**src/rtl/instruction_fetch_unit.sv**
```systemverilog
// Instruction fetch unit: fetches one word per instruction from memory, holds it
// until the downstream stage consumes it, then redirects the PC to the selected target.
module instruction_fetch_unit #(
  parameter logic [31:0] RESET_PC = 32'h00000000,
  parameter int          COUNT_W  = 32
) (
  input  logic               clk,
  input  logic               rst,
  output logic               imem_req,
  output logic [31:0]        imem_addr,
  input  logic               imem_ack,
  input  logic [31:0]        imem_rdata,
  output logic [31:0]        inst,
  output logic [5:0]         opcode,
  output logic [5:0]         funccode,
  output logic               inst_valid,
  input  logic               inst_ready,
  input  logic               pcsrc,
  input  logic               adrtopc,
  input  logic               regtopc,
  input  logic [31:0]        reg_data,
  output logic [31:0]        pc,
  output logic [31:0]        pc_plus4,
  output logic [COUNT_W-1:0] inst_count
);

  typedef enum logic {
    FETCH = 1'b0,
    HOLD  = 1'b1
  } state_t;

  state_t              state;
  state_t              state_nxt;
  logic                started;
  logic [31:0]         pc_r;
  logic [31:0]         inst_r;
  logic [COUNT_W-1:0]  count_r;
  logic [31:0]         next_pc;
  logic                capture;
  logic                consume;

  // Low address bits of a register target are dropped on purpose.
  logic unused_reg_bits;
  assign unused_reg_bits = &{1'b0, reg_data[1:0]};

  function automatic logic [31:0] jump_target(input logic [3:0]  pc4_hi,
                                               input logic [25:0] index);
    return {pc4_hi, index, 2'b00};
  endfunction

  function automatic logic [31:0] reg_target(input logic [29:0] reg_hi);
    return {reg_hi, 2'b00};
  endfunction

  function automatic logic [31:0] branch_target(input logic [31:0] pc4,
                                                 input logic [15:0] imm);
    logic signed [31:0] offset;
    offset = {{14{imm[15]}}, imm, 2'b00};
    return pc4 + $unsigned(offset);
  endfunction

  assign pc_plus4   = pc_r + 32'd4;
  assign pc         = pc_r;
  assign inst       = inst_r;
  assign inst_count = count_r;
  assign opcode     = inst_r[31:26];
  assign funccode   = inst_r[5:0];
  assign imem_addr  = pc_r;

  // The request only rises on the first edge after reset release, so the
  // memory never sees a request while it is still discarding in-flight reads.
  assign imem_req   = started && (state == FETCH);
  assign inst_valid = (state == HOLD);
  assign capture    = imem_req && imem_ack;
  assign consume    = (state == HOLD) && inst_ready;

  always_comb begin
    next_pc = pc_plus4;
    if (adrtopc)
      next_pc = jump_target(pc_plus4[31:28], inst_r[25:0]);
    else if (regtopc)
      next_pc = reg_target(reg_data[31:2]);
    else if (pcsrc)
      next_pc = branch_target(pc_plus4, inst_r[15:0]);
  end

  always_comb begin
    state_nxt = state;
    case (state)
      FETCH:   if (capture) state_nxt = HOLD;
      HOLD:    if (inst_ready) state_nxt = FETCH;
      default: state_nxt = FETCH;
    endcase
  end

  always_ff @(posedge clk or negedge rst) begin
    if (!rst) begin
      state   <= FETCH;
      started <= 1'b0;
      pc_r    <= RESET_PC;
      inst_r  <= 32'h0;
      count_r <= '0;
    end else begin
      state   <= state_nxt;
      started <= 1'b1;
      if (capture)
        inst_r <= imem_rdata;
      if (consume) begin
        pc_r    <= next_pc;
        count_r <= count_r + COUNT_W'(1);
      end
    end
  end

endmodule

```
**config.mk**
```make
export PLATFORM = sky130hd
export DESIGN_NAME = instruction_fetch_unit
export DESIGN_NICKNAME = d
export VERILOG_FILES = /design/src/rtl/instruction_fetch_unit.sv
export SDC_FILE = /design/constraint.sdc
export NUM_CORES = 1
export LEC_CHECK = 0
export ABC_AREA = 1
export CAP_MARGIN = 40
export CORE_ASPECT_RATIO = 0.7
export CORE_MARGIN = 1.5
export CORE_UTILIZATION = 53
export DETAILED_ROUTE_END_ITERATION = 8
export HOLD_SLACK_MARGIN = 0.1
export PLACE_DENSITY = 0.89
export SLEW_MARGIN = 20
export SYNTH_ARGS = -nofsm -noshare
export SYNTH_HDL_FRONTEND = slang
export SYNTH_SLANG_ARGS = --single-unit
```
**constraint.sdc**
```tcl
create_clock -name clk -period 5.9 [get_ports clk]
set_input_delay 1.18 -clock clk [delete_from_list [all_inputs] [get_ports clk]]
set_output_delay 1.18 -clock clk [all_outputs]
set_load 0.01 [all_outputs]
```
### Word level (Yosys, flattened, before mapping)

Index checks and enable logic that the tools add are counted.

* register bits after elaboration: 98
* latch bits: 0
* memory bits (writable): 0
* memory bits (read-only): 0
* input bits: 71
* output and inout bits: 174
* word-level logic and storage cells: 18
* memories kept: 0

* add/sub/neg operators: 3
* multiply operators: 0
* div/mod/pow operators: 0
* $lt $le $gt $ge: 0
* eq/ne operators: 0
* shifts and indexed selects: 0
* mux-type cells: 6
* bitwise gates (word level): 1
* reductions and logical operators: 3

Operators with widths (number)
* 32-bit two-way mux: 3
* 32-bit by 1-bit adder with 32-bit output, second input constant: 1
* 32-bit by 3-bit adder with 32-bit output, second input constant: 1
* 32-bit adder: 1
* 1-bit logical AND: 3
* 1-bit two-way mux: 2
* 1-bit case mux with 2 select lines: 1
* 1-bit NOT: 1

### Longest topological paths before layout

* depth in word-level cells: 5
* mapped depth: 27
* mapped depth without buffers: 27

### Least setup slack after synthesis

Ideal clock, no wire load.

* path kind: reg-to-reg
* start point: register pc_r[3], in the netlist imem_addr[3]
* end point: register pc_r[23], in the netlist imem_addr[23]
* library setup time: 117 ps
* data arrival time: 2668 ps
* required time: 5783 ps
* path slack: 3115 ps
* cell stages (with the launch flop): 23
* buffers on the path: 0
* period minus slack after synthesis: 2785 ps
* path through: dfrtp_1 ha_1 nand2_2 nor2_1 inv_1 nor2_1 xor2_1 inv_1 ha_1 nand2_1 inv_1 nand2_1 nand2_1 a21oi_1 nand2_1 nand3_1 nand2_1 nand2_1 nand3_1 nand2_1 nand2_1 nand2_1 nand2_1

* longest elaborated chain between the ends: 5

Ends and longest elaborated chain
* start: declaration: line 35 `logic [31:0] pc_r;`
* start signal: assignment: line 109 `pc_r <= next_pc;`
* 32-bit by 3-bit adder with 32-bit output: line 62 `assign pc_plus4 = pc_r + 32'd4;`
* named net pc_plus4[14]: line 23 `output logic [31:0] pc_plus4,`
* 32-bit adder: line 59 `return pc4 + $unsigned(offset);`
* 32-bit two-way mux: line 83 `else if (pcsrc)`
* 32-bit two-way mux: line 81 `else if (regtopc)`
* 32-bit two-way mux: line 79 `if (adrtopc)`

The timed path passes the listed nets, and every way through them passes these cells.
A chain may end at the register's enable or synchronous reset.

### Worst setup path after layout

* start point: register pc_r[3], in the netlist imem_addr[3]
* end point: output port pc_plus4[30]

* longest elaborated chain between the ends: 1

Ends and longest elaborated chain (line)
* 32-bit by 3-bit adder with 32-bit output: 62
* end: declaration: 23

Every way passes these cells.

==> run_results.csv <==
group,metric,value,unit
global_route,grt_use_met2,54.5,%
detailed_routing,first_pass_iters,5,
finish,area_delta_synth_final,31.9,%
worst_setup_path,worst_path_max_delay_cell,"dfrtp_1",
placement,place_congestion,1.00,
finish,mostFrequentLayoutCell,"nand2_1",
finish,fillers,1207,
global_route,grt_max_degree,55,
finish,layout_common_cells,"381 x nand2_1, 235 x clkdlybuf4s50_1, 158 x inv_1, 115 x nor2_1, 98 x a21oi_1",
synthesis,ys_warn_count,0,
synthesis,synth_seq_cells,96,
pwr,p_per_area,374,nW/um^2
synthesis,yosysSeqAreaShare,29.3,%
placement,dp_worst_setup_slack,2.24,ns
worst_setup_path,critPathArrivalTime,2.87,ns
synthesis,netlist_area,8200,um^2
clock_network,clk_latency,0.36,ns
clock_network,ctsResizeCount,0,
clock_network,cts_hold_buf,0,
detailed_routing,wl,28400,um
worst_setup_path,cp_cell_sequence,"ha_1, nand2_2, nor2_1, inv_1, nor2_1, a21o_1, nand2_1, inv_1, clkdlybuf4s50_1",
pwr,leakage,5.40,nW
placement,place_hpwl,22100,um
floorplan,io_pins,245,
sta,setup_tns,0,ns
synthesis,avgSynthCellArea,6.64,um^2
global_route,met1_usage,48.7,%
sta,slew_headroom,46.2,%
finish,drive_gt1_share,5.68,%
finish,finish.utilization,72.6,%
clock_network,cts-root-buf,"clkbuf_16",
worst_setup_path,slowest_delay,0.53,ns
synthesis,synth_edf_count,0,
global_route,track_usage,35.3,%
min_path,hp-class,"reg -> reg",
outcome,status,"finished clean",
detailed_routing,routedWlPerCell,17.5,um
sta,slew_viol_final,0,
global_route,grt_pass1_vias,8399,
finish,fin_cells,1621,
synthesis,ys_types,45,
floorplan,coreArea,14900,um^2
pwr,power,4.05,mW
run,cap_viol_max_count,0,
sta,worstMarginPinSlew,0.804,ns
sta,setup_viol,0,
finish,diodes,0,
global_route,grt_pass1_wl,44100,um
detailed_routing,ant_nets,0,
finish,multiInputGateArea,4740,um^2
global_route,met3_usage,6.94,%
floorplan,fp.dieW,152,um
clock_network,clock_path_buffers,2,
floorplan,rows,37,
synthesis,syn_inst,1236,
sta,rsz0062_at_grt,"no",
worst_setup_path,crit_type,"reg -> out",
finish,seq_area,2400,um^2
sta,hold_viol,0,
worst_setup_path,cp-start-kind,"flop",
worst_setup_path,critPathMaxFanout,7,
sta,fin_crit,4.05,ns
sta,whs,0.505,ns
detailed_routing,drt_iter0_markers,898,
sta,finalWorstSetupSlack,1.85,ns
sta,finalCritPeriodShare,68.6,%
sta,worst_clock_skew,0.0180,ns
detailed_routing,drc,0,
clock_network,clkSinkCount,96,
detailed_routing,vias,9006,
clock_network,numCtsBuffers,9,
clock_network,clkTransAtPathRegs,0.09,ns
pwr,ir_worst_vdd,0.231,mV
floorplan,dieArea,16200,um^2
global_route,gr-total-overflow,0,
synthesis,synthArstFlopShare,100,%
floorplan,die_h,107,um
placement,post-place-cells,1604,
global_route,antenna_found_initial,0,
finish,nets,1530,
global_route,grt.busiest_layer,"met2",
floorplan,start_util,55.0,%
clock_network,cts_tree,"yes",
clock_network,cts_setup_buffers,0,
placement,io_buffers,236,
placement,placed_cell_area,10500,um^2
sta,fmax,0.247,GHz
detailed_routing,vias_per_cell,5.56,
clock_network,cts.htree.levels,3,
worst_setup_path,worstSetupEndpointType,"output pin",
finish,final_area,10800,um^2
worst_setup_path,required,4.72,ns
synthesis,synth_ff_type,"dfrtp_1",
## cells in the mapped netlist (2+ instances only)
cell | number | area share, %
a21o_1 | 3 | 0.27
a21oi_1 | 98 | 6.0
buf_1 | 2 | 0.092
buf_2 | 2 | 0.12
buf_4 | 48 | 4.4
clkbuf_1 | 24 | 1.1
conb_1 | 2 | 0.092
dfrtp_1 | 96 | 29
ha_1 | 37 | 5.6
inv_1 | 158 | 7.2
inv_2 | 4 | 0.18
mux2_2 | 19 | 2.6
nand2_1 | 382 | 17
nand2_2 | 8 | 0.61
nand3_1 | 65 | 4.0
nand3_2 | 2 | 0.24
nand3b_1 | 2 | 0.18
nand4_1 | 15 | 1.1
nor2_1 | 115 | 5.3
nor2_2 | 5 | 0.38
nor2_4 | 7 | 0.96
nor3_1 | 15 | 0.92
nor3_4 | 2 | 0.40
nor3b_1 | 2 | 0.18
o211ai_1 | 6 | 0.55
o21ai_0 | 33 | 2.0
o21ai_1 | 7 | 0.43
o21bai_1 | 5 | 0.46
or2_2 | 2 | 0.15
xnor2_1 | 17 | 1.8
xnor2_2 | 2 | 0.40
xor2_1 | 38 | 4.1
## flip-flops by register name (all words and copies together), names as in the netlist
name,flops
inst,32
inst_count,32
imem_addr,30
inst_valid,1
started,1
## worst paths after layout
| path | start | to | slack, ns | cells after the start |
|---|---|---|---|---|
| min | inst_count[31] | inst_count[31] | 0.51 | 1 |
| max in group asynchronous | rst | inst[7] | 4.21 | 3 |
| max | imem_addr[3] | pc_plus4[30] | 1.85 | 9 |
| max reg2reg | imem_addr[3] | imem_addr[29] | 2.21 | 19 |
| min in group asynchronous | rst | inst[21] | 0.71 | 1 |
| min reg2reg | inst_count[31] | inst_count[31] | 0.51 | 1 |
## where the power goes
part | total [mW] | internal [mW] | switching, mW
Sequential | 1.00 | 0.782 | 0.222
Clock | 0.613 | 0.305 | 0.309
Combinational | 2.43 | 1.06 | 1.37
## kinds of logic after synthesis
kind of cell,Yosys count,share of synthesized area [%]
xor gates and xnor gates,57,6.27
muxes,19,2.61
DFF,96,29.3
other,2,0.0916
buffers and inverters,239,13.2
and+or+nand+nor,628,32.5
AOI/OAI and AO/OA,157,10.2
adders and majority gates,38,5.89
## layout make-up
class	count	area share, %
flip-flops and latches	96	22.2
repair buffers	245	23.2
multi-input cells	906	43.8
clock buffers	9	2.08
inverters	163	5.65
well taps	195	2.25
clock inverters	7	0.752
## critical path, delay by kind of cell (launching register included)
family                     cells  cell delay (ns)
AOI/OAI and AO/OA              1             0.18
adders and majority gates      1             0.29
buffers and inverters          3             0.76
DFF                            1             0.53
and+or+nand+nor                4             0.75
## metal layers
metal,part of all wire [%],wire length (um)
met2,44,12500
met4,3.7,1040
met1,41,11700
met3,11,3130
met5,0,0
Note: power is estimated with default switching activity, not from simulation.
